[src/rtl/sp_offset_sequencer.sv]
// Self-sequencing microcode for ADD SP,s8 (mode 0) and LD HL,SP+s8 (mode 1).
// Optional stall input i_Wait is present when SP_OFFSET_WAIT_EN is defined.
module sp_offset_sequencer #(
    parameter int unsigned STEPS      = 4,
    parameter int unsigned SP_W       = 16,
    parameter int unsigned WRITE_STEP = 1
) (
    input  logic            i_Clk,
    input  logic            i_Reset,
    input  logic            i_Start,
    input  logic            i_Mode,
    input  logic [SP_W-1:0] i_SP,
    input  logic [7:0]      i_Data,
`ifdef SP_OFFSET_WAIT_EN
    input  logic            i_Wait,
`endif
    output logic            o_Busy,
    output logic [STEPS-1:0] o_Step,
    output logic [3:0]      o_Cycle,
    output logic            o_Address_Out,
    output logic            o_Inc_PC,
    output logic            o_Bus_In,
    output logic [SP_W-1:0] o_Result,
    output logic            o_Write_SP,
    output logic            o_Write_HL,
    output logic [3:0]      o_Flags,
    output logic            o_Flag_Write,
    output logic            o_IR_Fetch,
    output logic            o_Done
);

    localparam int unsigned EXT_W = SP_W - 8;

    localparam logic [2:0] S_IDLE  = 3'd0;
    localparam logic [2:0] S_ADDR  = 3'd1;
    localparam logic [2:0] S_DATA  = 3'd2;
    localparam logic [2:0] S_ADD   = 3'd3;
    localparam logic [2:0] S_FETCH = 3'd4;

    logic [2:0]       state_q, next_state;
    logic [STEPS-1:0] step_q, next_step;
    logic             mode_q, next_mode;
    logic [7:0]       imm_q;
    logic             hold_c;
    logic             last_step_c;
    logic             suppress_c;

    logic             busy_d, addr_d, bus_in_d, wsp_d, whl_d, fw_d, irf_d, done_d;
    logic [3:0]       cycle_d;

`ifdef SP_OFFSET_WAIT_EN
    assign hold_c = i_Wait;
`else
    assign hold_c = 1'b0;
`endif

    assign last_step_c = step_q[STEPS-1];
    assign suppress_c  = hold_c && (state_q != S_IDLE);
    assign o_Step      = step_q;

    // Next-state and registered-strobe decode
    always_comb begin
        next_state = state_q;
        next_step  = step_q;
        next_mode  = mode_q;
        busy_d     = 1'b0;
        cycle_d    = 4'b0000;
        addr_d     = 1'b0;
        bus_in_d   = 1'b0;
        wsp_d      = 1'b0;
        whl_d      = 1'b0;
        fw_d       = 1'b0;
        irf_d      = 1'b0;
        done_d     = 1'b0;

        case (state_q)
            S_IDLE: begin
                if (i_Start) begin
                    next_state = S_ADDR;
                    next_step  = STEPS'(1);
                    next_mode  = i_Mode;
                end
            end
            S_ADDR, S_DATA, S_ADD, S_FETCH: begin
                if (!hold_c) begin
                    next_step = last_step_c ? STEPS'(1) : (step_q << 1);
                    if (last_step_c) begin
                        case (state_q)
                            S_ADDR:  next_state = S_DATA;
                            S_DATA:  next_state = S_ADD;
                            S_ADD:   next_state = mode_q ? S_IDLE : S_FETCH;
                            default: next_state = S_IDLE;
                        endcase
                        if (next_state == S_IDLE) begin
                            next_step = '0;
                        end
                    end
                end
            end
            default: begin
                next_state = S_IDLE;
                next_step  = '0;
            end
        endcase

        busy_d = (next_state != S_IDLE);
        case (next_state)
            S_ADDR:  cycle_d = 4'b0001;
            S_DATA:  cycle_d = 4'b0010;
            S_ADD:   cycle_d = 4'b0100;
            S_FETCH: cycle_d = 4'b1000;
            default: cycle_d = 4'b0000;
        endcase

        // A frozen step keeps its strobes from its first occurrence only
        if (!suppress_c) begin
            addr_d   = (next_state == S_ADDR) && next_step[WRITE_STEP];
            bus_in_d = (next_state == S_DATA) && next_step[0];
            wsp_d    = (next_state == S_ADD) && next_step[WRITE_STEP] && !next_mode;
            whl_d    = (next_state == S_ADD) && next_step[WRITE_STEP] && next_mode;
            fw_d     = (next_state == S_ADD) && next_step[WRITE_STEP];
            irf_d    = ((next_state == S_ADD) && next_mode) || (next_state == S_FETCH);
            done_d   = irf_d && next_step[STEPS-1];
        end
    end

    // Sequencer state and registered control outputs
    always_ff @(posedge i_Clk) begin
        if (i_Reset) begin
            state_q       <= S_IDLE;
            step_q        <= '0;
            mode_q        <= 1'b0;
            o_Busy        <= 1'b0;
            o_Cycle       <= 4'b0000;
            o_Address_Out <= 1'b0;
            o_Inc_PC      <= 1'b0;
            o_Bus_In      <= 1'b0;
            o_Write_SP    <= 1'b0;
            o_Write_HL    <= 1'b0;
            o_Flag_Write  <= 1'b0;
            o_IR_Fetch    <= 1'b0;
            o_Done        <= 1'b0;
        end else begin
            state_q       <= next_state;
            step_q        <= next_step;
            mode_q        <= next_mode;
            o_Busy        <= busy_d;
            o_Cycle       <= cycle_d;
            o_Address_Out <= addr_d;
            o_Inc_PC      <= addr_d;
            o_Bus_In      <= bus_in_d;
            o_Write_SP    <= wsp_d;
            o_Write_HL    <= whl_d;
            o_Flag_Write  <= fw_d;
            o_IR_Fetch    <= irf_d;
            o_Done        <= done_d;
        end
    end

    logic [SP_W-1:0] sum_c;
    logic [4:0]      nib_c;
    logic [8:0]      byte_c;
    logic            capture_c;

    assign sum_c     = i_SP + {{EXT_W{imm_q[7]}}, imm_q};
    assign nib_c     = {1'b0, i_SP[3:0]} + {1'b0, imm_q[3:0]};
    assign byte_c    = {1'b0, i_SP[7:0]} + {1'b0, imm_q};
    assign capture_c = (state_q == S_ADD) && step_q[0] && !hold_c;

    // Immediate latch and result/flag registers
    always_ff @(posedge i_Clk) begin
        if (i_Reset) begin
            imm_q    <= 8'h00;
            o_Result <= '0;
            o_Flags  <= 4'b0000;
        end else begin
            if (o_Bus_In) begin
                imm_q <= i_Data;
            end
            if (capture_c) begin
                o_Result <= sum_c;
                o_Flags  <= {2'b00, nib_c[4], byte_c[8]};
            end
        end
    end

endmodule
[config.mk]
export PLATFORM = sky130hd
export DESIGN_NAME = sp_offset_sequencer
export DESIGN_NICKNAME = d
export VERILOG_FILES = /design/src/rtl/sp_offset_sequencer.sv
export SDC_FILE = /design/constraint.sdc
export NUM_CORES = 1
export LEC_CHECK = 0
export ABC_AREA = 1
export CAP_MARGIN = 10
export CELL_PAD_IN_SITES_DETAIL_PLACEMENT = 1
export CELL_PAD_IN_SITES_GLOBAL_PLACEMENT = 2
export CORE_MARGIN = 2
export CORE_UTILIZATION = 23
export DETAILED_ROUTE_END_ITERATION = 6
export HOLD_SLACK_MARGIN = 0.03
export PLACE_DENSITY_LB_ADDON = 0.1
export SETUP_SLACK_MARGIN = 0.15
export SLEW_MARGIN = 15
export SYNTH_ARGS = -nofsm -noshare
export SYNTH_HDL_FRONTEND = slang
export SYNTH_SLANG_ARGS = --single-unit
[constraint.sdc]
create_clock -name i_Clk -period 1.65 [get_ports i_Clk]
set_input_delay 0.165 -clock i_Clk [delete_from_list [all_inputs] [get_ports i_Clk]]
set_output_delay 0.165 -clock i_Clk [all_outputs]
set_load 0.01 [all_outputs]
==> metrics.yaml <==
outcome: "finished, violations left"
failed_checks: "negative setup slack"
synthToLayoutAreaGrowth_pct: 63.4
start_util: 0.238
fin_skew_ns: 0.00653
wl_met2_mm: 3.92
fp-row-count: 38
place_ws_ns: -0.311
cts_buffers: 5
ys_warn_count: 0
drtPass1Iterations: 4
dieArea_sq_um: 12200
netlist_area_sq_um: 2620
coreArea_sq_um: 11000
fin_ws_ns: -0.000665
hold_viol_final: 0
setup-tns-final_ns: -0.000665
hold_class: "input pin to register"
num_antenna_cells: 0
routedWlPerCell_microns: 13.1
ant_nets: 0
gp_congestion: 0.798
route.detailed.drc: 0
portBuffers: 62
grt_pass1_wl_mm: 14.0
max_freq_mhz: 606
ys.flop_type: "dfxtp_1"
slew_violations: 0
synth_area_leaders: "dfxtp_1, nand2_1, inv_1"
track_usage: 0.140
drv_cap: 0
setup_violations: 1
cts.clk_slew.worst_paths_ns: 0.07
cts-root-buf: "clkbuf_16"
wirelength_mm: 8.39
leakage_nw: 2.00
cts_tree: "done"
synthDistinctLibCells: 30
synth_edf_count: 0
finalCriticalPeriod_ns: 1.65
synth_top_cell_by_area: "dfxtp_1"
path_max_fanout: 6
worstSetupPathType: "register to register"
ios: 65
grt_pass1_vias: 2969
viasPerCell: 4.32
cp.arrival_ns: 1.84
synthTopCellsByCount: "nand2_1, inv_1, dfxtp_1"
layout-drive-gt1-share: 0.287
syn_inst: 397
cp.required_ns: 1.84
postSynthAreaPerCell_sq_um: 6.59
final_cell_area_sq_um: 4270
netlist.area_leader.share: 0.352
end_kind: "register"
async_flop_share: 0
drt_iter0_markers: 70
numClockSinks: 46
vdd_drop_max_v: 0.000401
finalPower_mw: 2.52
fin_nets: 542
grt_max_degree: 33
rsz0062_at_grt: "yes"
hpwl_mm: 6.37
top_layer_used: "met4"
placed_area_sq_um: 3700
fin_crit_sh: 1.00
whs_ns: 0.384
synth_most_common_cell: "nand2_1"
overflow: 0
h-tree-depth: 2
met1_length_mm: 4.06
fp.dieH_microns: 111
die_w_microns: 111
power_density_nw_per_um2: 590
routed-via-count: 2763
cp-start-kind: "register"
synth-seq-cells: 46
antenna_found_initial: 0
clock_latency_ns: 0.29
yosysSeqAreaShare: 0.352
clockBufferDepth: 2
wl_met3_microns: 297
report_power, final:
group | leakage [nW] | switching [mW] | total, mW | internal [mW]
combinational | 1.55 | 0.158 | 0.324 | 0.166
clock | 0.0745 | 0.459 | 1.07 | 0.611
sequential | 0.376 | 0.00721 | 1.13 | 1.12
total | 2.00 | 0.624 | 2.52 | 1.90
worst max-delay path, cell delays in order, from the launching register on:
cell and delay (ns):
dfxtp_4 0.39, buf_8 0.15, buf_12 0.12, ha_4 0.25, nand2_4 0.07, inv_2 0.03, nand2_1 0.05, nand2_1 0.06
a21oi_2 0.13, nand2_1 0.07, nand2_1 0.05, nand3_1 0.07, nand2_1 0.06, inv_1 0.04
metrics by stage:
step / util / std cells
6_report: 0.389 / 639
5_1_grt: 0.389 / 639
4_1_cts: 0.375 / 638
3_5_place_dp: 0.337 / 624
3_3_place_gp: 0.337 / 624
2_1_floorplan: - / 398
registers in the layout, indices dropped and copies added (netlist names):
signal / count
mode_q: 1
imm_q: 8
o_Inc_PC: 1
o_IR_Fetch: 1
o_Step: 4
state_q: 3
o_Done: 1
o_Flags: 2
o_Bus_In: 1
o_Flag_Write: 1
o_Cycle: 4
o_Result: 16
o_Busy: 1
o_Write_SP: 1
o_Write_HL: 1
area by class of cell:
type	instances	area, sq um
tap	140	175
fill	1351	6710
timing repair buffer	102	973
clock inverter	1	8.76
clock buffer	7	143
inverter	76	288
multi-input combinational	267	1750
sequential	46	935
layout by cell type (no fill, tap or decap), drive strengths merged:
cell type	instances
ha	15
fa	1
dlygate4sd2	2
nand2	105
dlymetal6s2s	1
a21oi	16
nor2	46
nand4	3
clkdlybuf4s50	59
nor3	5
a22oi	1
o21bai	2
o211ai	6
xor2	1
o21a	8
a21boi	1
or2	3
dfxtp	46
conb	2
xnor2	3
buf	40
inv	75
clkbuf	7
o21ai	18
nand3	31
clkinv	2
cells by family (layout without fill, tap and decap cells):
kind of cell             after synthesis  in the layout  share of synthesized area
AO/OA/AOI/OAI                         52             52                      0.117
XOR/XNOR                               4              4                     0.0134
adder cells (fa/ha/maj)               16             16                     0.0794
buffers and inverters                 85            186                      0.128
flip-flops                            46             46                      0.352
other                                  1              2                    0.00143
AND/OR/NAND/NOR                      193            193                      0.309
per-layer routing:
| layer | global-route usage | vias up |
|---|---|---|
| met5 | 0 | - |
| met1 | 0.179 | 1282 |
| li1 | - | 1427 |
| met3 | 0.0301 | 8 |
| met4 | 0.0325 | 0 |
| met2 | 0.240 | 46 |
worst paths after layout:
kind / endpoint / slack [ns] / cells after the start / start
setup / recovery: o_Result[15] / -0.0007 / 13 / imm_q[7]
hold / removal: o_Result[0] / 0.38 / 4 / i_SP[0]
setup reg to reg: o_Result[15] / -0.0007 / 13 / imm_q[7]
hold reg to reg: o_Result[2] / 0.49 / 2 / o_Result[2]
what timing repair did:
action / CTS / global route
gates resized for setup: 50 / 40
setup buffers: 6 / 1
hold buffers: 0 / 0
setup endpoints to repair: 14 / 19
pin swaps: 18 / 31
Power figures use the tool's default switching activity.
